$ cat config.mk
export PLATFORM = sky130hd
export DESIGN_NAME = spike_index_decoder
export DESIGN_NICKNAME = d
export VERILOG_FILES = /design/src/rtl/spike_index_decoder_pkg.sv /design/src/rtl/spike_index_decoder_onehot_decoder.sv /design/src/rtl/spike_index_decoder.sv
export SDC_FILE = /design/constraint.sdc
export NUM_CORES = 1
export LEC_CHECK = 0
export ABC_AREA = 1
export CORE_UTILIZATION = 42
export CTS_BUF_LIST = sky130_fd_sc_hd__clkbuf_4 sky130_fd_sc_hd__clkbuf_8 sky130_fd_sc_hd__clkbuf_16
export CTS_CLUSTER_DIAMETER = 150
export DETAILED_ROUTE_END_ITERATION = 6
export HOLD_SLACK_MARGIN = 0.15
export PLACE_DENSITY = 0.74
export SYNTH_ARGS = -nofsm -noshare
export SYNTH_HDL_FRONTEND = slang
export SYNTH_SLANG_ARGS = --single-unit
$ cat constraint.sdc
create_clock -name clk_i -period 1.5 [get_ports clk_i]
set_clock_uncertainty 0.1 [all_clocks]
set_input_delay 0.15 -clock clk_i [delete_from_list [all_inputs] [get_ports clk_i]]
set_output_delay 0.15 -clock clk_i [all_outputs]
set_load 0.05 [all_outputs]
$ cat src/rtl/spike_index_decoder_pkg.sv
// Shared types for the spike index decoder slice.
// Holds the decoder FSM state encoding used by the top-level control.
// No logic lives here; purely declarations.
package spike_index_decoder_pkg;

   // Decoder control states:
   //   ST_ACCUM - indices are accepted and OR'd into the current timestep
   //   ST_STALL - a timestep closed while the holding register was still
   //              occupied; intake is frozen until downstream drains it
   typedef enum logic [0:0] {
      ST_ACCUM = 1'b0,
      ST_STALL = 1'b1
   } state_t;

endpackage : spike_index_decoder_pkg

$ cat src/rtl/spike_index_decoder_onehot_decoder.sv
// Binary spike index to one-hot vector; inverse of the priority encoder for single-hot inputs.
// Latency: purely combinational, zero cycles.
// Backpressure: none; the caller gates the enable with its own handshake.
module onehot_decoder #(
   parameter int IN_DSIZE  = 4,
   parameter int OUT_DSIZE = 16
) (
   input  logic [IN_DSIZE-1:0]  idx_i,
   input  logic                 en_i,
   output logic [OUT_DSIZE-1:0] onehot_o,
   output logic                 out_of_range_o
);

   // Decode the index; indices past the bitmap width produce no bit and
   // raise out_of_range_o instead, so the caller can flag them.
   always_comb begin
      int unsigned idx_u;
      idx_u          = 32'(idx_i);
      onehot_o       = '0;
      out_of_range_o = en_i && (idx_u >= 32'(OUT_DSIZE));
      for (int i = 0; i < OUT_DSIZE; i++) begin
         if (en_i && (idx_u == 32'(i))) begin
            onehot_o[i] = 1'b1;
         end
      end
   end

endmodule : onehot_decoder

$ cat src/rtl/spike_index_decoder.sv
// Decodes a stream of spike indices into a per-timestep bitmap plus count and publishes it on step_i.
// Latency: index visible in accum one cycle after accept; step_i gives map_valid_o one cycle later.
// Backpressure: step while the holding register is blocked enters STALL, dropping idx_ready_o until drained.
module spike_index_decoder
   import spike_index_decoder_pkg::*;
#(
   parameter int IN_DSIZE  = 4,
   parameter int OUT_DSIZE = 16,
   parameter int CNT_W     = 8
) (
   input  logic                 clk_i,
   input  logic                 rst_i,
   input  logic                 idx_valid_i,
   input  logic [IN_DSIZE-1:0]  idx_data_i,
   output logic                 idx_ready_o,
   input  logic                 step_i,
   output logic                 map_valid_o,
   output logic [OUT_DSIZE-1:0] map_data_o,
   output logic [CNT_W-1:0]     map_cnt_o,
   input  logic                 map_ready_i,
   output logic                 err_o
);

   localparam logic [CNT_W-1:0] CNT_MAX = '1;

   state_t                 state_q, state_d;
   logic [OUT_DSIZE-1:0]   accum_q, accum_d;
   logic [CNT_W-1:0]       cnt_q, cnt_d;
   logic                   map_valid_q, map_valid_d;
   logic [OUT_DSIZE-1:0]   map_data_q, map_data_d;
   logic [CNT_W-1:0]       map_cnt_q, map_cnt_d;
   logic                   err_q, err_d;

   logic                   accept;
   logic [OUT_DSIZE-1:0]   dec_onehot;
   logic                   dec_oor;
   logic                   cnt_inc;
   logic [OUT_DSIZE-1:0]   accum_merged;
   logic [CNT_W-1:0]       cnt_merged;
   logic                   handshake;
   logic                   hold_free;

   // Intake is open only while accumulating; STALL freezes the timestep.
   assign idx_ready_o = (state_q == ST_ACCUM);
   assign accept      = idx_valid_i & idx_ready_o;

   onehot_decoder #(
      .IN_DSIZE  (IN_DSIZE),
      .OUT_DSIZE (OUT_DSIZE)
   ) u_dec (
      .idx_i          (idx_data_i),
      .en_i           (accept),
      .onehot_o       (dec_onehot),
      .out_of_range_o (dec_oor)
   );

   // Out-of-range indices are consumed but never counted.
   assign cnt_inc      = accept & ~dec_oor;

   // Accum/count including whatever index is accepted this cycle, so a
   // same-cycle index can be folded into a closing timestep.
   assign accum_merged = accum_q | dec_onehot;
   assign cnt_merged   = (cnt_inc && (cnt_q != CNT_MAX)) ? (cnt_q + CNT_W'(1)) : cnt_q;

   // Holding register can take a new bitmap if empty or draining this edge.
   assign handshake    = map_valid_q & map_ready_i;
   assign hold_free    = ~map_valid_q | map_ready_i;

   // Next-state, accumulation and holding-register control.
   always_comb begin
      state_d     = state_q;
      accum_d     = accum_q;
      cnt_d       = cnt_q;
      map_valid_d = map_valid_q;
      map_data_d  = map_data_q;
      map_cnt_d   = map_cnt_q;
      err_d       = err_q | (accept & dec_oor);

      case (state_q)
         ST_ACCUM: begin
            if (step_i && hold_free) begin
               // Close the timestep straight into the holding register.
               map_data_d  = accum_merged;
               map_cnt_d   = cnt_merged;
               map_valid_d = 1'b1;
               accum_d     = '0;
               cnt_d       = '0;
            end else if (step_i) begin
               // Downstream still owns the previous bitmap; park this one
               // in accum (with any same-cycle index) until it drains.
               accum_d = accum_merged;
               cnt_d   = cnt_merged;
               state_d = ST_STALL;
            end else begin
               accum_d = accum_merged;
               cnt_d   = cnt_merged;
               if (handshake) begin
                  map_valid_d = 1'b0;
               end
            end
         end

         ST_STALL: begin
            // A further tick now has nowhere to go; flag it and ignore it.
            if (step_i) begin
               err_d = 1'b1;
            end
            if (handshake) begin
               // Back-to-back publish: valid stays high with the parked map.
               map_data_d  = accum_q;
               map_cnt_d   = cnt_q;
               map_valid_d = 1'b1;
               accum_d     = '0;
               cnt_d       = '0;
               state_d     = ST_ACCUM;
            end
         end

         default: begin
            state_d = ST_ACCUM;
         end
      endcase
   end

   // State and datapath registers; reset discards all timestep content.
   always_ff @(posedge clk_i or posedge rst_i) begin
      if (rst_i) begin
         state_q     <= ST_ACCUM;
         accum_q     <= '0;
         cnt_q       <= '0;
         map_valid_q <= 1'b0;
         map_data_q  <= '0;
         map_cnt_q   <= '0;
         err_q       <= 1'b0;
      end else begin
         state_q     <= state_d;
         accum_q     <= accum_d;
         cnt_q       <= cnt_d;
         map_valid_q <= map_valid_d;
         map_data_q  <= map_data_d;
         map_cnt_q   <= map_cnt_d;
         err_q       <= err_d;
      end
   end

   assign map_valid_o = map_valid_q;
   assign map_data_o  = map_data_q;
   assign map_cnt_o   = map_cnt_q;
   assign err_o       = err_q;

endmodule : spike_index_decoder

==> run_results.csv <==
group,metric,value,unit
placement,io_buffers,35,
sta,finalCritPeriodShare,0.992,
global_route,grt_pass1_wl,9290,µm
worst_setup_path,start_kind,"register",
yosys,yosys_warnings,0,
yosys,synth_top_area_share,0.512,
clock_tree,clock_latency,0.30,ns
routing,routed_wl,6020,µm
pwr,p_total,5180,µW
pwr,cellPowerDensity,1430,nW/µm²
routing,drtIter0Drc,192,
sta,setup_viol,0,
global_route,grt_pass1_vias,2089,
yosys,yosysTopAreaCell,"dfrtp_1",
yosys,synth.avg_cell_area,7.89,µm²
clock_tree,clock-sinks,51,
routing,wl_per_cell,13.4,µm
sta,fin_setup_tns,0,ns
finish,fill_cells,458,
yosys,ys_seq_area_frac,0.512,
sta,layout_min_cycle_time,1.49,ns
die,dieArea,6250,µm²
routing,drc,0,
flow_run,maxCapViolations,0,
finish,area_growth,45.1,%
worst_setup_path,crit_path_max_fanout,8,
global_route,grt_max_degree,52,
placement,gp_congestion,0.823,
sta,finalMaxSlewViolations,0,
clock_tree,cts_buffers,5,
die,start_util,0.444,
yosys,synth_area_leaders,"dfrtp_1, nand2_1, inv_1",
worst_setup_path,crit_required,1.65,ns
finish,multiInputGateArea,1070,µm²
yosys,netlist_instances,316,
outcome,status,"completed",
worst_hold_path,worstHoldPathType,"in -> async",
pwr,ir_drop,0.835,mV
routing,vias,2278,
routing,viasPerCell,5.06,
sta,max_freq,672,MHz
worst_setup_path,setup.worst_path.end_class,"register",
die,die_w,79.0,µm
pwr,p_leak,0.00189,µW
finish,final_common_cell,"nand2_1",
clock_tree,clockBufferDepth,2,
die,fp-row-count,27,
die,die_h,79.0,µm
global_route,overflow,0,
clock_tree,cts.hold.buffers_added,0,
routing,ant_nets,0,
finish,mostFrequentLayoutCells,"nand2_1, dfrtp_1, inv_1",
yosys,ys_ff_latch,51,
yosys,syn-num-nets,326,
sta,rsz0062_at_grt,"yes",
clock_tree,cts_tree,"done",
clock_tree,htree_levels,2,
die,core_area,5610,µm²
sta,hold_viol_final,0,
global_route,antenna_found_initial,0,
finish,fin_nets,387,
finish,layout-drive-gt1-share,0.299,
sta,tightest_slew,0.277,ns
placement,dp_hpwl,3810,µm
finish,diodes,0,
worst_setup_path,cp_data_arrival_time,1.64,ns
sta,maxSlewHeadroom,0.815,
die,io_pins,36,
global_route,track_usage,0.192,
worst_setup_path,path_class,"reg -> reg",
routing,firstDrtPassIters,4,
clock_tree,cts-root-buf,"clkbuf_8",
clock_tree,clkTransAtPathRegs,0.09,ns
yosys,syn_area,2490,µm²
yosys,ys_types,23,
finish,regArea,1280,µm²
[sequential cells by signal, indices dropped and copies added, names as in the netlist]
name and count:
map_valid_o 1, accum_q 16, state_q 1, map_cnt_o 8
cnt_q 8, err_o 1, map_data_o 16
[synthesized netlist by cell type (all sizes together)]
| master | n |
|---|---|
| a21oi | 1 |
| buf | 8 |
| dfrtp | 51 |
| ha | 1 |
| inv | 56 |
| nand2 | 116 |
| nand3 | 28 |
| nand3b | 1 |
| nand4 | 4 |
| nor2 | 10 |
| o21ai | 38 |
| o21bai | 1 |
| o31ai | 1 |
[power by group]
group | internal (µW) | switching (µW) | leakage [µW]
registers | 1540 | 169 | 0.000693
logic | 1100 | 1600 | 0.00115
clock network | 320 | 445 | 0.0000477
total | 2960 | 2220 | 0.00189
[critical path, stage by stage (launching register included)]
cell and delay, ns:
dfrtp_2 0.43, inv_2 0.06, nor2_2 0.04, nor2_4 0.17, nor2_8 0.06, nor2_4 0.18, buf_4 0.20, nand3_1 0.10
nand2_1 0.08
[layout make-up]
type / count / area share
sequential: 51 / 0.353
multi-input combinational: 201 / 0.295
timing repair buffer: 61 / 0.236
inverter: 56 / 0.0640
tap: 72 / 0.0249
clock buffer: 5 / 0.0190
clock inverter: 3 / 0.00415
timing repair inverter: 1 / 0.00311
[layer usage]
metal  vias up  wire, µm  track usage
li1       1103         -            -
met1      1092      2560        0.245
met2        71      3090        0.318
met3        12       277       0.0529
met4         0        97       0.0564
met5         -         0            0
[logic make-up (layout without fill, tap and decap cells)]
logic type	Yosys count	after routing	share of synthesized area
AO/OA/AOI/OAI	41	41	0.0934
adder cells (fa/ha/maj)	1	1	0.00502
buffers and inverters	64	126	0.115
flip-flops	51	51	0.512
AND/OR/NAND/NOR	159	159	0.275
[stage by stage]
stage	cells	cell area, µm²	setup WS, ns	util	hold slack, ns
5_1_grt	450	3620	-0.0604	0.645	0.177
3_3_place_gp	431	3270	-0.158	0.583	0.419
3_5_place_dp	431	3270	-0.201	0.583	0.421
4_1_cts	441	3370	0.00259	0.601	0.161
6_report	450	3620	0.0118	0.645	0.143
2_1_floorplan	316	2500	-0.0532	-	0.0987
[final timing paths]
path,cells after the start,from,slack (ns),endpoint
max,8,map_valid_o,0.01,map_cnt_o[6]
max in group asynchronous,3,rst_i,0.91,map_data_o[13]
max reg2reg,8,map_valid_o,0.01,map_cnt_o[6]
min reg2reg,2,map_data_o[6],0.45,map_data_o[6]
min,3,rst_i,0.14,state_q
min in group clk_i,2,map_data_o[6],0.45,map_data_o[6]
[timing repair]
item / in CTS / in global routing
endpoints found under the setup margin: 8 / 49
resized for setup: 3 / 70
buffers inserted: 2 / 8
pin swaps: 1 / 12
cloned: 0 / 1
Power figures use the tool's default switching activity.
